## config.mk

```make
export PLATFORM = sky130hd
export DESIGN_NAME = iter_divider
export DESIGN_NICKNAME = d
export VERILOG_FILES = /design/src/rtl/iter_divider.sv
export SDC_FILE = /design/constraint.sdc
export NUM_CORES = 1
export LEC_CHECK = 0
export CAP_MARGIN = 10
export CORE_AREA = 2 2 147 177
export CTS_CLUSTER_SIZE = 40
export DETAILED_ROUTE_END_ITERATION = 7
export DIE_AREA = 0 0 149 179
export GPL_TIMING_DRIVEN = 0
export MAX_ROUTING_LAYER = met4
export PLACE_DENSITY = 0.74
export SYNTH_ARGS = -nofsm -noshare
export SYNTH_HDL_FRONTEND = slang
export SYNTH_SLANG_ARGS = --single-unit
```

## constraint.sdc

```tcl
create_clock -name clk -period 13.05 [get_ports clk]
set_input_delay 2.61 -clock clk [delete_from_list [all_inputs] [get_ports clk]]
set_output_delay 2.61 -clock clk [all_outputs]
set_load 0.02 [all_outputs]
```

## src/rtl/iter_divider.sv

```systemverilog
// Multi-cycle restoring divider for DIV/DIVU: one quotient bit per cycle,
// sign-corrected results registered on the final step with a one-cycle done pulse.
module iter_divider #(
    parameter int WIDTH = 32
) (
    input  logic             clk,
    input  logic             rst,
    input  logic             start,
    input  logic             is_signed,
    input  logic [WIDTH-1:0] dividend,
    input  logic [WIDTH-1:0] divisor,
    output logic             busy,
    output logic             done,
    output logic [WIDTH-1:0] quotient,
    output logic [WIDTH-1:0] remainder,
    output logic             div_zero
);

    localparam int CW = (WIDTH > 2) ? $clog2(WIDTH) : 1;

    typedef enum logic [1:0] {
        IDLE,
        CALC,
        FIN
    } state_t;

    state_t           state;
    logic [CW-1:0]    count;
    logic [WIDTH-1:0] rem_p;      // partial remainder
    logic [WIDTH-1:0] work;       // dividend bits shifting out, quotient bits shifting in
    logic [WIDTH-1:0] div_mag;
    logic [WIDTH-1:0] orig_dvd;
    logic             sign_q;
    logic             sign_r;
    logic             zero_dvs;

    logic             a_neg;
    logic             b_neg;
    logic [WIDTH-1:0] a_mag;
    logic [WIDTH-1:0] b_mag;
    logic [WIDTH:0]   shifted;
    logic [WIDTH-1:0] diff;
    logic             ge;
    logic [WIDTH-1:0] rem_next;
    logic [WIDTH-1:0] work_next;
    logic [WIDTH-1:0] q_fin;
    logic [WIDTH-1:0] r_fin;
    logic             last;

    always_comb begin
        a_neg = is_signed & dividend[WIDTH-1];
        b_neg = is_signed & divisor[WIDTH-1];
        a_mag = a_neg ? (~dividend + 1'b1) : dividend;
        b_mag = b_neg ? (~divisor + 1'b1) : divisor;

        // The comparison needs the shifted-out top bit; the difference itself
        // always fits in WIDTH bits whenever it is kept (it is below the divisor).
        shifted   = {rem_p, work[WIDTH-1]};
        ge        = (shifted >= {1'b0, div_mag});
        diff      = shifted[WIDTH-1:0] - div_mag;
        rem_next  = ge ? diff : shifted[WIDTH-1:0];
        work_next = {work[WIDTH-2:0], ge};

        q_fin = zero_dvs ? '1 : (sign_q ? (~work_next + 1'b1) : work_next);
        r_fin = zero_dvs ? orig_dvd : (sign_r ? (~rem_next + 1'b1) : rem_next);
        last  = (count == CW'(WIDTH - 1));
    end

    // NOTE: the last restoring step and the result load share one edge, so
    // outputs are loaded from the combinational next-step values, not from rem_p/work.
    always_ff @(posedge clk or posedge rst) begin
        if (rst) begin
            state     <= IDLE;
            count     <= '0;
            rem_p     <= '0;
            work      <= '0;
            div_mag   <= '0;
            orig_dvd  <= '0;
            sign_q    <= 1'b0;
            sign_r    <= 1'b0;
            zero_dvs  <= 1'b0;
            busy      <= 1'b0;
            done      <= 1'b0;
            quotient  <= '0;
            remainder <= '0;
            div_zero  <= 1'b0;
        end else begin
            case (state)
                IDLE, FIN: begin
                    done <= 1'b0;
                    if (start) begin
                        work     <= a_mag;
                        div_mag  <= b_mag;
                        orig_dvd <= dividend;
                        sign_q   <= a_neg ^ b_neg;
                        sign_r   <= a_neg;
                        zero_dvs <= (divisor == '0);
                        rem_p    <= '0;
                        count    <= '0;
                        busy     <= 1'b1;
                        state    <= CALC;
                    end else begin
                        state <= IDLE;
                    end
                end
                CALC: begin
                    rem_p <= rem_next;
                    work  <= work_next;
                    count <= count + CW'(1);
                    if (last) begin
                        quotient  <= q_fin;
                        remainder <= r_fin;
                        div_zero  <= zero_dvs;
                        busy      <= 1'b0;
                        done      <= 1'b1;
                        state     <= FIN;
                    end
                end
                default: state <= IDLE;
            endcase
        end
    end

endmodule
```

==> flow_metrics.tcl <==
set metrics [dict create \
    outcome "completed" \
    worstHoldStart "div_mag[13]" \
    synth_seq_area_share 0.393 \
    dp_hpwl_um 30800 \
    p_sw_frac 0.489 \
    fin_util 0.622 \
    p_comb_frac 0.617 \
    finish.instance_area_um2 15600 \
    slew_headroom 0.422 \
    cts.sinks 205 \
    maxCapViolations 0 \
    drtIter0Drc 649 \
    rsz0062_at_grt "no" \
    grt_util_all_layers 0.306 \
    first_pass_iters 6 \
    vias 12011 \
    ys_warn_count 0 \
    die_w_um 149 \
    vias_per_cell 5.84 \
    p_seq_frac 0.246 \
    max_slew.worst_pin.slew_ns 0.867 \
    core_um2 25100 \
    post_cts_buffers 0 \
    path_clk_slew_ns 0.07 \
    cts_tree "done" \
    syn_to_final_growth_pct 19.7 \
    grt_remaining_overflow 0 \
    reg2reg_depth 19 \
    hold_ws_ns 0.478 \
    synth_ff_type "dfrtp_1" \
    p_leak_nw 6.54 \
    place_area_um2 14900 \
    fin_setup_tns_ns 0 \
    io_pins 135 \
    critPathMaxFanout 10 \
    cts.path.max_buffers 3 \
    drv_slew 0 \
    crit_family "buffers and inverters" \
    first_global_vias 11680 \
    crit_slowest_cell "clkbuf_1" \
    critPathLaunchType "flip-flop" \
    worstSkewPairLatency_ns 0.52 \
    gp_congestion 0.949 \
    hold-path-cell-count 2 \
    fp.dieArea_um2 26700 \
    wire_per_inst_um 19.2 \
    clkPwrFrac 0.137 \
    diodes 0 \
    yosys.area.top_type_share 0.393 \
    cts_max_level 1 \
    synth_async_sr_flop_share 1.00 \
    crit_top_cell "clkbuf_1" \
    path_depth 19 \
    crit_path_end_kind "flip-flop" \
    worstSetupPathType "flip-flop to flip-flop" \
    layout.nets 1816 \
    fin_worst_skew_ns 0.0164 \
    r2r_start "rem_p[21]" \
    hold_violations 0 \
    setup_violations 0 \
    numCtsBuffers 22 \
    avgSynthCellArea_um2 8.43 \
    rows 64 \
    min_path_type "flip-flop to flip-flop" \
    drc 0 \
    synth_fp_nets 1657 \
    cts-resized-gates 0 \
    ir_drop_mv 0.122 \
    grt_pass1_wl_um 62200 \
    portBuffers 134 \
    clockRootBuffer "clkbuf_16" \
    ctsHoldBuffers 0 \
    synth_top_area_cell "dfrtp_1" \
    syn-cell-area_um2 13100 \
    finalCriticalPeriod_ns 7.33 \
    p_total_mw 5.00 \
    cp.required_ns 13.43 \
    cp-startpoint "rem_p[21]" \
    arrival_ns 7.71 \
    cp_num_buf_inv 4 \
    initial_core_util 0.520 \
    p_per_area_nw_per_um2 319 \
    drive_gt1_frac 0.0452 \
    internal_power_mw 2.55 \
    die_h_um 179 \
    syn_inst 1550 \
    max_stage_delay_ns 0.72 \
    ant_nets 0 \
    cp_cell_sequence "ha_1 -> a21oi_1 -> o21ai_0 -> a21o_1 -> a211oi_4 -> nand2_4 -> inv_4 -> clkbuf_1 -> clkbuf_1 -> clkbuf_1 -> ha_1 -> nand2_1 -> or3_1 -> or4_1 -> or3_1 -> or2_2 -> o41ai_1 -> xor2_1 -> a21oi_1" \
    ys_ff_latch 205 \
    synth_edf_count 0 \
    wirelength_um 39500 \
    grt_max_degree 112 \
    switchingPower_mw 2.44 \
    synthDistinctLibCells 81 \
    antenna_found_initial 0 \
    fmax_mhz 136 \
    fin_crit_sh 0.562 \
    synth_area_leaders "dfrtp_1 (39%), nand2_1 (7.2%), o21ai_0 (6.9%), xor2_1 (5.2%), a21oi_1 (4.7%)" \
]
==> logic make-up after synthesis <==
| family | share of synthesized area |
|---|---|
| compound gates | 0.232 |
| fa+ha+maj | 0.0379 |
| simple gates | 0.186 |
| buf+inv | 0.0402 |
| mux | 0.0226 |
| flops | 0.393 |
| xor+xnor | 0.0892 |
==> power by group through the flow <==
stage                     clock network, mW  registers, mW  logic [mW]
after CTS                             0.690           1.22        3.05
after global routing                  0.715           1.26        3.42
after detailed placement                  0           1.23        3.04
after floorplan                           0           1.23        2.13
final                                 0.685           1.23        3.08
after global placement                    0           1.22        2.98
==> tightest hold or removal path, delay by kind of cell (launching register included) <==
kind / cells / cell delay, ns
compound gates: 1 / 0.06
flops: 1 / 0.34
simple gates: 1 / 0.04
==> path summary, 6_finish.rpt <==
kind,end,slack (ns)
worst max register to register,quotient[26],5.72
max in group asynchronous,div_mag[3],9.43
min in group asynchronous,quotient[30],2.65
worst max-delay path,quotient[26],5.72
worst min register to register,div_mag[13],0.48
worst min-delay path,div_mag[13],0.48
==> metrics by stage <==
step,std cells,setup slack (ns)
after floorplan,1550,4.84
after global placement,2014,2.26
after detailed placement,2015,6.04
after CTS,2055,5.88
after global routing,2055,5.60
final,2055,5.72
==> cell type report <==
| type | instances | area (um2) |
|---|---|---|
| Clock buffer | 25 | 603 |
| Sequential cell | 205 | 5130 |
| Multi-Input combinational cell | 1211 | 7410 |
| Fill cell | 2278 | 9510 |
| Timing Repair Buffer | 135 | 1370 |
| Tap cell | 330 | 413 |
| Clock inverter | 15 | 183 |
| Buffer | 79 | 317 |
| Inverter | 55 | 216 |
==> layout by cell type, fill, tap and decap left out, types with 22 or more instances in the layout <==
cell | synthesis | final
o21ai_0 | 181 | 181
dfrtp_1 | 205 | 205
nand2_1 | 250 | 250
clkdlybuf4s50_1 | 0 | 134
a21oi_1 | 123 | 123
a22oi_1 | 32 | 32
ha_1 | 38 | 38
xor2_1 | 78 | 78
nor2_1 | 110 | 110
mux2i_1 | 25 | 25
o31ai_1 | 23 | 23
xnor2_1 | 55 | 55
nor3_1 | 22 | 22
inv_1 | 54 | 53
clkbuf_1 | 68 | 68
clkbuf_16 | 0 | 23
==> flip-flops by register name, indices dropped and copies added, names as in the netlist <==
register   cells
count          5
sign_q         1
zero_dvs       1
quotient      32
orig_dvd      32
sign_r         1
div_mag       32
done           1
busy           1
remainder     32
div_zero       1
rem_p         32
state          2
work          32
==> layer usage <==
| layer | vias up | part of all wire | GRT usage |
|---|---|---|---|
| met5 | - | 0 | - |
| met4 | 0 | 0.035 | 0.104 |
| met3 | 85 | 0.052 | 0.0336 |
| met2 | 367 | 0.51 | 0.548 |
| li1 | 5840 | - | - |
| met1 | 5719 | 0.40 | 0.358 |
==> cells in the mapped netlist, types with 15 or more instances <==
cell type    n
nand2_1    250
dfrtp_1    205
o21ai_0    181
a21oi_1    123
nor2_1     110
xor2_1      78
clkbuf_1    68
xnor2_1     55
inv_1       54
ha_1        38
a22oi_1     32
mux2i_1     25
o31ai_1     23
nor3_1      22
or3_1       17
a31oi_1     16
and3_1      16
or4_1       15
No activity file was read; power rests on OpenSTA's default activity.
